--- config.mk ---
export PLATFORM = sky130hd
export DESIGN_NAME = led_matrix_scan_tx
export DESIGN_NICKNAME = d
export VERILOG_FILES = /design/src/rtl/led_matrix_scan_tx.sv
export SDC_FILE = /design/constraint.sdc
export NUM_CORES = 1
export LEC_CHECK = 0
export CORE_MARGIN = 2
export CORE_UTILIZATION = 30
export CTS_BUF_LIST = sky130_fd_sc_hd__clkbuf_16
export CTS_CLUSTER_SIZE = 28
export DETAILED_ROUTE_END_ITERATION = 8
export PLACE_DENSITY = 0.53
export SYNTH_ARGS = -nofsm -noshare
export SYNTH_HDL_FRONTEND = slang
export SYNTH_SLANG_ARGS = --single-unit
--- constraint.sdc ---
create_clock -name clk -period 3.4 [get_ports clk]
set_input_delay 0.85 -clock clk [delete_from_list [all_inputs] [get_ports clk]]
set_output_delay 0.85 -clock clk [all_outputs]
set_load 0.02 [all_outputs]
--- src/rtl/led_matrix_scan_tx.sv ---
// Row-scan transmitter: serializes one row MSB-first into a 74HC595-style chain, then blanks, latches, addresses.
// Optional idle watchdog that blanks a stalled panel: define SCAN_WATCHDOG_EN.
module led_matrix_scan_tx #(
  parameter int COLS      = 32,
  parameter int ROWS      = 16,
  parameter int CLK_DIV   = 4,
  parameter int BLANK_CYC = 2,
  parameter int WDOG_CYC  = 65535
) (
  input  logic                    clk,
  input  logic                    rst_n,
  input  logic [ROWS-1:0]         row_onehot,
  input  logic [COLS-1:0]         col_data,
  input  logic                    row_valid,
  output logic                    row_ready,
  output logic                    sr_data,
  output logic                    sr_clk,
  output logic                    sr_latch,
  output logic                    oe_n,
  output logic [$clog2(ROWS)-1:0] row_addr,
  output logic                    row_err
);

  localparam int AW = $clog2(ROWS);
  localparam int PW = $clog2(2 * CLK_DIV);
  localparam int BW = $clog2(COLS);
  localparam int CW = $clog2(BLANK_CYC + CLK_DIV + 1);

  localparam logic [PW-1:0] PH_LAST    = PW'(2 * CLK_DIV - 1);
  localparam logic [PW-1:0] PH_RISE    = PW'(CLK_DIV - 1);
  localparam logic [BW-1:0] BIT_LAST   = BW'(COLS - 1);
  localparam logic [CW-1:0] BLANK_LAST = CW'(BLANK_CYC - 1);
  localparam logic [CW-1:0] LATCH_LAST = CW'(CLK_DIV - 1);

  typedef enum logic [1:0] {
    IDLE  = 2'd0,
    SHIFT = 2'd1,
    BLANK = 2'd2,
    LATCH = 2'd3
  } state_t;

  state_t          state;
  state_t          state_nxt;
  logic [COLS-1:0] shreg;
  logic [AW-1:0]   row_idx;
  logic [AW-1:0]   enc_idx;
  logic [PW-1:0]   ph;
  logic [BW-1:0]   bit_cnt;
  logic [CW-1:0]   cnt;
  logic            shown;
  logic            accept;
  logic            onehot_ok;
  logic            shift_done;

  // Handshake: a row transfers on the rising clk edge where row_valid & row_ready are both 1;
  // row_ready depends only on the state register, and inputs are ignored on every other edge.
  assign row_ready  = (state == IDLE);
  assign accept     = row_valid & row_ready;
  assign onehot_ok  = (row_onehot != '0) && ((row_onehot & (row_onehot - ROWS'(1))) == '0);
  assign shift_done = (ph == PH_LAST) && (bit_cnt == BIT_LAST);

  always_comb begin
    enc_idx = '0;
    for (int i = 0; i < ROWS; i++) begin
      if (row_onehot[i]) enc_idx = AW'(i);
    end
  end

  always_ff @(posedge clk or negedge rst_n) begin
    if (!rst_n) state <= IDLE;
    else        state <= state_nxt;
  end

  always_comb begin
    state_nxt = state;
    case (state)
      IDLE:    if (accept && onehot_ok) state_nxt = SHIFT;
      SHIFT:   if (shift_done) state_nxt = BLANK;
      BLANK:   if (cnt == BLANK_LAST) state_nxt = LATCH;
      LATCH:   if (cnt == LATCH_LAST) state_nxt = IDLE;
      default: state_nxt = IDLE;
    endcase
  end

`ifdef SCAN_WATCHDOG_EN
  localparam logic [15:0] WDOG_LIM = 16'(WDOG_CYC);
  logic [15:0] wdog;
`else
  logic unused_wdog;
  assign unused_wdog = (WDOG_CYC != 0);
`endif

  always_ff @(posedge clk or negedge rst_n) begin
    if (!rst_n) begin
      shreg    <= '0;
      row_idx  <= '0;
      ph       <= '0;
      bit_cnt  <= '0;
      cnt      <= '0;
      shown    <= 1'b0;
      sr_data  <= 1'b0;
      sr_clk   <= 1'b0;
      sr_latch <= 1'b0;
      oe_n     <= 1'b1;
      row_addr <= '0;
      row_err  <= 1'b0;
`ifdef SCAN_WATCHDOG_EN
      wdog     <= '0;
`endif
    end else begin
      row_err <= 1'b0;
      case (state)
        IDLE: begin
          if (accept) begin
            ph      <= '0;
            bit_cnt <= '0;
            cnt     <= '0;
            if (onehot_ok) begin
              shreg   <= col_data;
              row_idx <= enc_idx;
              sr_data <= col_data[COLS-1];
              sr_clk  <= 1'b0;
            end else begin
              row_err <= 1'b1;
            end
          end
        end
        SHIFT: begin
          // shreg[COLS-1] is always the bit currently on sr_data
          if (ph == PH_LAST) begin
            ph     <= '0;
            sr_clk <= 1'b0;
            if (bit_cnt == BIT_LAST) begin
              sr_data <= 1'b0;
              oe_n    <= 1'b1;
            end else begin
              bit_cnt <= bit_cnt + BW'(1);
              shreg   <= {shreg[COLS-2:0], 1'b0};
              sr_data <= shreg[COLS-2];
            end
          end else begin
            ph <= ph + PW'(1);
            if (ph == PH_RISE) sr_clk <= 1'b1;
          end
        end
        BLANK: begin
          if (cnt == BLANK_LAST) begin
            cnt      <= '0;
            sr_latch <= 1'b1;
            row_addr <= row_idx;
          end else begin
            cnt <= cnt + CW'(1);
          end
        end
        LATCH: begin
          if (cnt == LATCH_LAST) begin
            cnt      <= '0;
            sr_latch <= 1'b0;
            shown    <= 1'b1;
            oe_n     <= 1'b0;
          end else begin
            cnt <= cnt + CW'(1);
          end
        end
        default: ;
      endcase
`ifdef SCAN_WATCHDOG_EN
      // Saturating idle counter; blanking lasts until the next completed LATCH.
      if (state == IDLE && !row_valid) begin
        if (wdog != WDOG_LIM) begin
          wdog <= wdog + 16'd1;
          if (wdog + 16'd1 == WDOG_LIM) begin
            oe_n  <= 1'b1;
            shown <= 1'b0;
          end
        end
      end else begin
        wdog <= '0;
      end
`endif
    end
  end

endmodule

==> impl_metrics.csv, run 1 <==
group,metric,value,unit
layout,mostFrequentLayoutCells,"nand3_1 (70), clkdlybuf4s50_1 (59), nand2_1 (57)",
route,final_antenna_net_count,0,
global_routing,grtUsageTotal,0.154,
worst_setup_path,cp.required,3660,ps
yosys,synth_cell_types,50,
min_path,hold_path_depth,2,
flow_run,maxCapViolCount,0,
layout,instances_no_fill,727,
placement,dp.cells,711,
sta,finalWorstSetupSlack,339,ps
route,drtPass1Iterations,4,
layout,final_common_cell,"nand3_1",
sta,timing.final.crit_share,0.900,
yosys,ys_seq_elements,57,
placement,gp_congestion,0.803,
yosys,syn_inst,492,
global_routing,antenna_found_initial,0,
layout,final_nets,606,
clock_tree,post_cts_buffers,0,
worst_setup_path,cp-start-kind,"input port",
placement,placedInstanceArea,0.00509,mm²
yosys,synth-edff-count,0,
yosys,ys_warn_count,0,
placement,pre_cts_ws,14.4,ps
die,fp.coreArea,0.0138,mm²
sta,slew_headroom,0.379,
layout,nFillCells,1357,
clock_tree,clkSinkCount,57,
route,wirelength,11200,µm
die,die-area,0.0150,mm²
global_routing,grt-ovfl-total,0,
yosys,synth_area_per_cell,8.58,µm²
yosys,synth_nets,556,
layout,stdcell_area,0.00538,mm²
clock_tree,tritoncts,"yes",
worst_setup_path,worstSetupPathType,"in2reg",
min_path,holdCritPathClass,"reg2reg",
power,power.density,776,mW/mm²
worst_setup_path,rrSetupSlack,860,ps
clock_tree,clk_latency,330,ps
die,ioPinCount,61,
die,num_rows,43,
sta,finalSetupTns,0,ps
sta,fmax,0.327,GHz
status,status,"completed",
die,start_util,0.305,
die,die_w,123,µm
route,drtIter0Drc,274,
power,ir_worst_vdd,0.000300,V
global_routing,grt_pass1_vias,3814,
sta,maxSlewViolCount,0,
worst_setup_path,crit_path_end_kind,"flop",
worst_setup_path,path_max_fanout,37,
global_routing,grt_max_degree,103,
clock_tree,cts_root_buf,"clkbuf_16",
sta,fin_crit,3060,ps
power,leakagePower,2.09,nW
route,drc,0,
sta,setup_viol,0,
worst_setup_path,reg2regPathDepth,9,
die,die_h,123,µm
worst_setup_path,crit_arrival,3320,ps
power,p_total,4.18,mW
clock_tree,hold_buffers,0,
yosys,ys.flop_type,"dfrtp_1",
layout,syn_to_final_growth,27.4,%
placement,port_buffers,60,
layout,layout-drive-gt1-share,0.112,
clock_tree,clock_path_buffers,2,
layout,antenna_cells,0,
global_routing,grt_pass1_wl,18500,µm
clock_tree,path_clk_slew,50,ps
sta,rsz0062_at_grt,"no",
clock_tree,cts_made_buffers,9,
yosys,synthesis.area,0.00422,mm²
yosys,synthArstFlopShare,1.00,
sta,fin_skew,5.60,ps
clock_tree,ctsResizeCount,0,
sta,tightest_slew,932,ps
clock_tree,h-tree-depth,3,
placement,hpwl,7670,µm
route,routed_via_density,5.51,
route,vias,4005,
yosys,synth-seq-area-share,0.338,
route,wl_per_cell,15.3,µm
sta,hold_viol,0,
-- per-stage QoR --
step           hold slack (ps)   util
2_1_floorplan              454      -
6_report                   484  0.389
3_5_place_dp               481  0.368
3_3_place_gp               471  0.368
4_1_cts                    489  0.389
5_1_grt                    516  0.389
-- per-layer routing --
metal | share of wire | track usage | up-vias
met2 | 0.49 | 0.258 | 85
met4 | 0.017 | 0.0481 | 0
met5 | 0 | 0 | -
met1 | 0.45 | 0.197 | 1933
met3 | 0.045 | 0.0344 | 16
li1 | - | - | 1971
-- path summary, 6_finish.rpt --
check	startpoint	to
worst max-delay path	row_onehot[3]	shreg[3]
worst min-delay path	oe_n	oe_n
worst max register to register	bit_cnt[0]	shreg[3]
worst min register to register	oe_n	oe_n
max in group asynchronous	rst_n	ph[2]
min in group asynchronous	rst_n	shreg[6]
-- cell families after synthesis --
kind of cell,synth area share
compound gates,0.190
fa+ha+maj,0.0385
flops,0.338
buf+inv,0.0545
simple gates,0.269
mux,0.110
-- power breakdown --
group          internal, mW  total (mW)  switching (mW)  leakage (nW)
Combinational         0.935        2.14            1.21          1.30
Sequential            0.921        1.15           0.234         0.659
Clock                 0.557       0.879           0.322         0.134
Total                  2.41        4.18            1.76          2.09
-- cell usage after synthesis (2+ instances only) --
cell type  number  share of area
nand3b_1        3         0.0053
a211oi_1        2         0.0036
a21oi_1         6         0.0071
nor3_1          2         0.0024
and3_1          3         0.0044
or3_1           2         0.0030
buf_1           7         0.0062
nor3b_1         3         0.0053
buf_6           3         0.0080
mux2_2         12          0.032
o31ai_1        31          0.055
dfrtp_1        56           0.33
ha_1           13          0.039
o21ai_0        19          0.023
nand4b_1        2         0.0042
nand2_1        57          0.051
inv_1          12          0.011
nand4_1         2         0.0030
nand2b_1        2         0.0030
nand3_1        71          0.084
clkbuf_1       32          0.028
nor2b_1         4         0.0059
a22o_1          7          0.015
a31oi_1        35          0.052
nor2_1         15          0.013
or4_1          31          0.055
nor4_4          3          0.015
o21bai_1        2         0.0036
mux2i_1        33          0.078
a21boi_0        2         0.0036
-- worst max-delay path, stage by stage --
cell,delay (ps)
clkdlybuf4s50_1,490
nor4_4,460
a41oi_1,290
a21oi_2,230
nand4bb_4,170
buf_12,210
or4_1,530
nand3_1,90
-- flip-flops by register name (all words and copies together) (netlist names) --
name / cells
bit_cnt: 5
shreg: 31
ph: 3
oe_n: 1
cnt: 3
row_err: 1
row_addr: 4
row_idx: 4
sr_latch: 1
state: 2
sr_data: 1
sr_clk: 1
-- cell type report --
type	instances	area, µm²	area share
Clock buffer	9	225	0.0419
Clock inverter	7	61.3	0.0114
Inverter	12	45.0	0.00837
Multi-Input combinational cell	380	2580	0.480
Sequential cell	57	1430	0.265
Tap cell	180	225	0.0419
Timing Repair Buffer	82	811	0.151
(Power assumes the default switching activity.)
==> run 2: changes to the inputs <==
--- a/config.mk
+++ b/config.mk
@@ -5,12 +5,14 @@
 export SDC_FILE = /design/constraint.sdc
 export NUM_CORES = 1
 export LEC_CHECK = 0
+export ABC_CLOCK_PERIOD_IN_PS = 3400
 export CORE_MARGIN = 2
 export CORE_UTILIZATION = 30
 export CTS_BUF_LIST = sky130_fd_sc_hd__clkbuf_16
 export CTS_CLUSTER_SIZE = 28
 export DETAILED_ROUTE_END_ITERATION = 8
 export PLACE_DENSITY = 0.53
+export SLEW_MARGIN = 20
 export SYNTH_ARGS = -nofsm -noshare
 export SYNTH_HDL_FRONTEND = slang
 export SYNTH_SLANG_ARGS = --single-unit
==> results of run 2 <==
The final DEF is identical to that of run 1; final timing and power are the same.
==> run 3: changes to the inputs <==
--- a/config.mk
+++ b/config.mk
@@ -12,6 +12,7 @@
 export CTS_CLUSTER_SIZE = 28
 export DETAILED_ROUTE_END_ITERATION = 8
 export PLACE_DENSITY = 0.53
+export SKIP_CTS_REPAIR_TIMING = 1
 export SLEW_MARGIN = 20
 export SYNTH_ARGS = -nofsm -noshare
 export SYNTH_HDL_FRONTEND = slang
==> results of run 3 <==
The final DEF is identical to that of run 1; final timing and power are the same.
